File: config.mk
export PLATFORM = sky130hd
export DESIGN_NAME = vga_scan_ctrl
export DESIGN_NICKNAME = d
export VERILOG_FILES = /design/src/rtl/vga_scan_ctrl_pkg.sv /design/src/rtl/vga_scan_ctrl_axis.sv /design/src/rtl/vga_scan_ctrl.sv
export SDC_FILE = /design/constraint.sdc
export NUM_CORES = 1
export LEC_CHECK = 0
export ABC_AREA = 1
export BUFFER_PORTS_ARGS = -buffer_cell sky130_fd_sc_hd__buf_2
export CAP_MARGIN = 20
export CORE_MARGIN = 2
export CORE_UTILIZATION = 49
export DETAILED_ROUTE_END_ITERATION = 10
export GPL_TIMING_DRIVEN = 0
export HOLD_SLACK_MARGIN = 0.03
export PLACE_DENSITY = 0.86
export SYNTH_ARGS = -nofsm -noshare
export SYNTH_HDL_FRONTEND = slang
export SYNTH_SLANG_ARGS = --single-unit
File: constraint.sdc
create_clock -name clk_i -period 1.35 [get_ports clk_i]
set_input_delay 0.135 -clock clk_i [delete_from_list [all_inputs] [get_ports clk_i]]
set_output_delay 0.135 -clock clk_i [all_outputs]
set_load 0.05 [all_outputs]
File: src/rtl/vga_scan_ctrl_pkg.sv
// Shared VGA timing defaults, colour codes and counter helpers for the raster generator.
package vga_scan_ctrl_pkg;

  localparam int CNT_W = 12;
  localparam int DIV_W = 4;

  localparam int DEF_CLK_DIV  = 2;
  localparam int DEF_H_ACTIVE = 640;
  localparam int DEF_H_FP     = 16;
  localparam int DEF_H_SYNC   = 96;
  localparam int DEF_H_BP     = 48;
  localparam int DEF_V_ACTIVE = 480;
  localparam int DEF_V_FP     = 10;
  localparam int DEF_V_SYNC   = 2;
  localparam int DEF_V_BP     = 33;
  localparam bit DEF_SYNC_POL = 1'b0;

  localparam logic [2:0] COLOR_BLACK = 3'b000;
  localparam logic [2:0] COLOR_WHITE = 3'b111;
  localparam logic [2:0] COLOR_RED   = 3'b100;
  localparam logic [2:0] COLOR_GREEN = 3'b010;
  localparam logic [2:0] COLOR_BLUE  = 3'b001;

  // True when lo <= c < hi.
  function automatic logic in_window(input logic [CNT_W-1:0] c, input int lo, input int hi);
    int ci;
    ci = int'(c);
    return (ci >= lo) && (ci < hi);
  endfunction

endpackage

File: src/rtl/vga_scan_ctrl_axis.sv
// One raster axis: wrapping position counter with active-region and sync-window decode.
module vga_scan_ctrl_axis
  import vga_scan_ctrl_pkg::*;
#(
  parameter int ACTIVE = DEF_H_ACTIVE,
  parameter int FP     = DEF_H_FP,
  parameter int SYNC   = DEF_H_SYNC,
  parameter int BP     = DEF_H_BP
) (
  input  logic             clk_i,
  input  logic             rst_n_i,
  input  logic             en_i,
  output logic [CNT_W-1:0] count_o,
  output logic             active_o,
  output logic             sync_o,
  output logic             wrap_o
);

  localparam int TOTAL = ACTIVE + FP + SYNC + BP;
  localparam logic [CNT_W-1:0] LAST = CNT_W'(TOTAL - 1);

  logic [CNT_W-1:0] count_d, count_q;

  assign wrap_o   = en_i && (count_q == LAST);
  assign active_o = in_window(count_q, 0, ACTIVE);
  assign sync_o   = in_window(count_q, ACTIVE + FP, ACTIVE + FP + SYNC);
  assign count_o  = count_q;

  always_comb begin
    count_d = count_q;
    if (en_i) begin
      count_d = wrap_o ? '0 : count_q + CNT_W'(1);
    end
  end

  always_ff @(posedge clk_i) begin
    if (!rst_n_i) begin
      count_q <= '0;
    end else begin
      count_q <= count_d;
    end
  end

endmodule

File: src/rtl/vga_scan_ctrl.sv
// VGA raster timing generator: pixel-rate divider, H/V scan counters, registered
// colour/sync/display-enable output stage and a once-per-frame game tick.
module vga_scan_ctrl
  import vga_scan_ctrl_pkg::*;
#(
  parameter int CLK_DIV  = DEF_CLK_DIV,
  parameter int H_ACTIVE = DEF_H_ACTIVE,
  parameter int H_FP     = DEF_H_FP,
  parameter int H_SYNC   = DEF_H_SYNC,
  parameter int H_BP     = DEF_H_BP,
  parameter int V_ACTIVE = DEF_V_ACTIVE,
  parameter int V_FP     = DEF_V_FP,
  parameter int V_SYNC   = DEF_V_SYNC,
  parameter int V_BP     = DEF_V_BP,
  parameter bit SYNC_POL = DEF_SYNC_POL
) (
  input  logic              clk_i,
  input  logic              rst_n_i,
  input  logic [2:0]        color_i,
  output logic [CNT_W-1:0]  pixel_x_o,
  output logic [CNT_W-1:0]  pixel_y_o,
  output logic [2:0]        vga_rgb_o,
  output logic              hsync_o,
  output logic              vsync_o,
  output logic              de_o,
  output logic              frame_tick_o
);

  localparam logic [DIV_W-1:0] DIV_LAST = DIV_W'(CLK_DIV - 1);

  logic [DIV_W-1:0] div_d, div_q;
  logic             pix_en;
  logic             h_active, h_sync, h_wrap;
  logic             v_active, v_sync, v_wrap;
  logic [2:0]       rgb_d, rgb_q;
  logic             de_d, de_q;
  logic             hs_d, hs_q;
  logic             vs_d, vs_q;
  logic             tick_d, tick_q;

  assign pix_en = (div_q == DIV_LAST);

  vga_scan_ctrl_axis #(
    .ACTIVE (H_ACTIVE),
    .FP     (H_FP),
    .SYNC   (H_SYNC),
    .BP     (H_BP)
  ) u_h_axis (
    .clk_i    (clk_i),
    .rst_n_i  (rst_n_i),
    .en_i     (pix_en),
    .count_o  (pixel_x_o),
    .active_o (h_active),
    .sync_o   (h_sync),
    .wrap_o   (h_wrap)
  );

  // h_wrap already implies pix_en, so V steps once per completed line.
  vga_scan_ctrl_axis #(
    .ACTIVE (V_ACTIVE),
    .FP     (V_FP),
    .SYNC   (V_SYNC),
    .BP     (V_BP)
  ) u_v_axis (
    .clk_i    (clk_i),
    .rst_n_i  (rst_n_i),
    .en_i     (h_wrap),
    .count_o  (pixel_y_o),
    .active_o (v_active),
    .sync_o   (v_sync),
    .wrap_o   (v_wrap)
  );

  always_comb begin
    div_d  = pix_en ? '0 : div_q + DIV_W'(1);
    rgb_d  = rgb_q;
    de_d   = de_q;
    hs_d   = hs_q;
    vs_d   = vs_q;
    tick_d = v_wrap;
    if (pix_en) begin
      de_d  = h_active && v_active;
      rgb_d = (h_active && v_active) ? color_i : COLOR_BLACK;
      hs_d  = h_sync ? SYNC_POL : ~SYNC_POL;
      vs_d  = v_sync ? SYNC_POL : ~SYNC_POL;
    end
  end

  always_ff @(posedge clk_i) begin
    if (!rst_n_i) begin
      div_q  <= '0;
      rgb_q  <= COLOR_BLACK;
      de_q   <= 1'b0;
      hs_q   <= ~SYNC_POL;
      vs_q   <= ~SYNC_POL;
      tick_q <= 1'b0;
    end else begin
      div_q  <= div_d;
      rgb_q  <= rgb_d;
      de_q   <= de_d;
      hs_q   <= hs_d;
      vs_q   <= vs_d;
      tick_q <= tick_d;
    end
  end

  assign vga_rgb_o    = rgb_q;
  assign de_o         = de_q;
  assign hsync_o      = hs_q;
  assign vsync_o      = vs_q;
  assign frame_tick_o = tick_q;

endmodule

==> impl_results.rst <==
.. list-table::
   :header-rows: 1

   * - Metric
     - Value
   * - Number of failing hold endpoints at the final stage
     - 0
   * - Wire length on met1
     - 2165 um
   * - Global routing usage summed across all routing layers
     - 22.60%
   * - Minimum setup slack in the final design
     - -0.07044 ns
   * - Final setup vio count
     - 11
   * - Transition at the pin with the smallest max-transition slack
     - 0.3906 ns
   * - Ports
     - 36
   * - Worst setup SP type
     - flip-flop
   * - Number of search-and-repair iterations in the first detailed-routing pass
     - 4
   * - Nets
     - 348
   * - Mean area per synthesized cell
     - 6.698 um^2
   * - Classification of the worst-slack hold path
     - in2reg
   * - CTS tree
     - done
   * - Critical setup path kind
     - reg2reg
   * - Clock-pin slew of the registers on the worst-case setup and hold paths
     - around 0.07 ns
   * - Max Cap Violations
     - 0
   * - Inserted Diodes
     - 0
   * - Post-route antenna net violation count
     - 0
   * - Proportion of layout cells with a drive suffix above 1
     - 44.97%
   * - Highest metal layer used by the detailed router
     - met4
   * - Via total after detailed routing
     - a little over 2k
   * - Share of power burned in registers
     - 48.3%
   * - IR drop worst, VDD
     - 0.8386 mV
   * - Skew-Pair Late Insertion Delay
     - 0.29 ns
   * - Data arrival time of the worst path
     - 1.60 ns
   * - Worst-case clock buffer depth
     - 2
   * - Pre-CTS WS
     - -0.2148 ns
   * - Initial antenna violation count
     - 0
   * - Count of hold buffers inserted by post-cts repair
     - 0
   * - Peak clock frequency supported by timing
     - 704.0 MHz
   * - Fraction of the yosys area taken by sequential cells
     - 36.58%
   * - DRC violation count after routing
     - 0
   * - Wire length on met3
     - 405 um
   * - Hold_ws
     - 0.06720 ns
   * - DR WL met2
     - 2711 um
   * - Synth Cell Area
     - 1916 um^2
   * - Per-cell via count in the routed design
     - 5.319
   * - Min-Delay Path Depth
     - 3
   * - Setup skew after layout
     - 0.005073 ns
   * - Unrepaired setup endpoints after global routing
     - true
   * - Number of global-route vias before repair
     - 1840
   * - Core Region
     - about 3700 um^2
   * - Run status
     - finished, violations left
   * - Data required time of the worst path
     - approximately 1.5 ns
   * - Cts bufs inserted
     - 5
   * - Register bit count reported by yosys
     - 35
   * - Die height
     - roughly 67 um
   * - Violations in the final reports
     - setup timing
   * - Post-route total power
     - 2254 uW
   * - Biggest fanout along the worst timing path
     - 4
   * - Largest net degree at the start of global routing
     - 11
   * - Horizontal die dimension
     - about 67 um
   * - Root buffer selected by CTS
     - sky130_fd_sc_hd__clkbuf_8
   * - Floorplan die area
     - approximately 4400 um^2
   * - Most common cell after layout, fill and taps aside
     - sky130_fd_sc_hd__nand2_1
   * - Net switching power of the design
     - roughly 630 uW
   * - Number of distinct library cells after synthesis
     - 26
   * - Count of warnings emitted by yosys
     - 0
   * - Commonest cells after routing, fill and taps aside
     - 63 x sky130_fd_sc_hd__nand2_1, 42 x sky130_fd_sc_hd__nor2_1, 36 x sky130_fd_sc_hd__buf_2
   * - Signed area change from the synthesized netlist to the final layout
     - 36.12%
   * - Slew HR
     - 73.76%
   * - Wire length of the first global-routing pass
     - 7672 um
   * - Portion of the clock cycle consumed by the worst path in the final layout
     - 105.2%
   * - H-tree levels
     - 2
   * - Crit. End Element
     - flip-flop
   * - Clock network power share
     - 37.2%
   * - HPWL after DPL
     - 3344 um
   * - Routed WL
     - 5526 um
   * - DR WL/cell
     - 14.32 um
   * - Gp weighted congestion
     - 0.8747
   * - Sw frac
     - roughly 28%
   * - Power per standard cell area
     - 864.3 nW/um^2
   * - Clock net sink count
     - 35
   * - Initial core utilization
     - 51.55%
   * - Synthesized netlist net count
     - slightly below 300
   * - Core Rows
     - 22
   * - Post-synthesis cell count
     - 286
   * - Drt initial violations
     - 131
   * - Logic gate share of total power
     - 14.5%
   * - GRT Residual Overflow
     - 0
   * - Static leakage
     - roughly 0.0012 uW
   * - Shortest period the worst path allows
     - approximately 1.4 ns
   * - Total of buffers placed on input and output ports
     - 35
   * - Design internal power
     - about 1600 uW
   * - Number of max-slew violations in the final report
     - 0
   * - Worst reg-to-reg path cell count
     - 9
==> per-layer routing <==
layer	vias to the layer above	track usage, %
met1	946	25.89
met2	89	39.63
met4	0	7.908
li1	996	-
met5	-	0
met3	22	6.757
==> power by group through the flow <==
stage	sequential (uW)	combinational, uW	clock, uW
after floorplan	1190	115	0
after global placement	1110	247	0
final	1090	326	839
after detailed placement	1110	257	0
after CTS	1090	273	848
after global routing	1090	347	894
==> cell families (layout without fill, tap and decap cells) <==
kind of cell	after synthesis	count (layout)	share of synthesized area, %
and+or+nand+nor	182	183	44.41
buffers and inverters	40	91	8.099
DFF	35	35	36.58
AOI/OAI and AO/OA	19	19	5.160
adders and majority gates	6	6	3.919
xor gates and xnor gates	4	4	1.829
==> per-stage QoR <==
stage                     instances  area (um^2)  utilization (%)  TNS [ns]
after floorplan                 286         1978                -         0
after global placement          369         2213            59.56    -1.292
after detailed placement        369         2213            59.56    -2.545
after CTS                       378         2365            63.64         0
after global routing            386         2608            70.17    -1.381
final                           386         2608            70.17   -0.3908
==> path summary, 6_finish.rpt <==
| path | start | slack, ns | to |
|---|---|---|---|
| min reg2reg | div_q[0] | 0.46 | div_q[0] |
| min | color_i[0] | 0.07 | vga_rgb_o[0] |
| max reg2reg | u_v_axis.count_o[1] | -0.07 | u_v_axis.count_o[3] |
| max | u_v_axis.count_o[1] | -0.07 | u_v_axis.count_o[3] |
==> state kept, by name (all words and copies together), names as in the netlist <==
register,count
de_o,1
div_q,4
frame_tick_o,1
hsync_o,1
u_h_axis.count_o,12
u_v_axis.count_o,12
vga_rgb_o,3
vsync_o,1
==> cells in the mapped netlist <==
cell                        number  share of area, %
sky130_fd_sc_hd__nand3_1        23               6.0
sky130_fd_sc_hd__buf_2           1              0.26
sky130_fd_sc_hd__a21oi_1         9               2.4
sky130_fd_sc_hd__ha_1            6               3.9
sky130_fd_sc_hd__nor2_1         56                11
sky130_fd_sc_hd__nor3_1          7               1.8
sky130_fd_sc_hd__nor2_8          1               1.0
sky130_fd_sc_hd__nor4_4          1               1.1
sky130_fd_sc_hd__nand4_1         2              0.65
sky130_fd_sc_hd__nand2_1        73                14
sky130_fd_sc_hd__buf_4           1              0.39
sky130_fd_sc_hd__nor2_2          4               1.3
sky130_fd_sc_hd__dfxtp_1        35                37
sky130_fd_sc_hd__o2111ai_1       1              0.46
sky130_fd_sc_hd__nand3_2         1              0.52
sky130_fd_sc_hd__nor2_4          4               2.4
sky130_fd_sc_hd__inv_2           9               1.8
sky130_fd_sc_hd__o21ai_0         3              0.78
sky130_fd_sc_hd__nand2_4         1              0.59
sky130_fd_sc_hd__nand2_2         7               2.3
sky130_fd_sc_hd__or2_2           1              0.33
sky130_fd_sc_hd__o21ai_1         6               1.6
sky130_fd_sc_hd__inv_1          29               5.7
sky130_fd_sc_hd__xor2_1          3               1.4
sky130_fd_sc_hd__nand4_4         1               1.1
sky130_fd_sc_hd__xnor2_1         1              0.46
==> worst max-delay path, cell delays in order (launching register included) <==
cell                      delay, ns
sky130_fd_sc_hd__dfxtp_4       0.37
sky130_fd_sc_hd__inv_4         0.07
sky130_fd_sc_hd__ha_1          0.15
sky130_fd_sc_hd__inv_1         0.07
sky130_fd_sc_hd__nor2_2        0.18
sky130_fd_sc_hd__nand2_1       0.10
sky130_fd_sc_hd__nor2_2        0.13
sky130_fd_sc_hd__nand3_2       0.10
sky130_fd_sc_hd__nand2_2       0.10
sky130_fd_sc_hd__a21oi_1       0.04
==> final cells by class <==
cell class	count	area (um^2)
Tap cell	48	60.06
Clock buffer	8	100.1
Multi-Input combinational cell	212	1284
Timing Repair Buffer	43	235.2
Inverter	38	150.1
Fill cell	298	1109
Buffer	2	16.27
Sequential cell	35	762.0
==> what timing repair did <==
| action | in CTS | in global routing |
|---|---|---|
| endpoints found under the setup margin | 31 | 27 |
| pin swaps | 1 | 18 |
| buffers inserted | 1 | 7 |
| cloned | 0 | 1 |
| gates resized for setup | 13 | 54 |
Power figures use the tool's default switching activity.
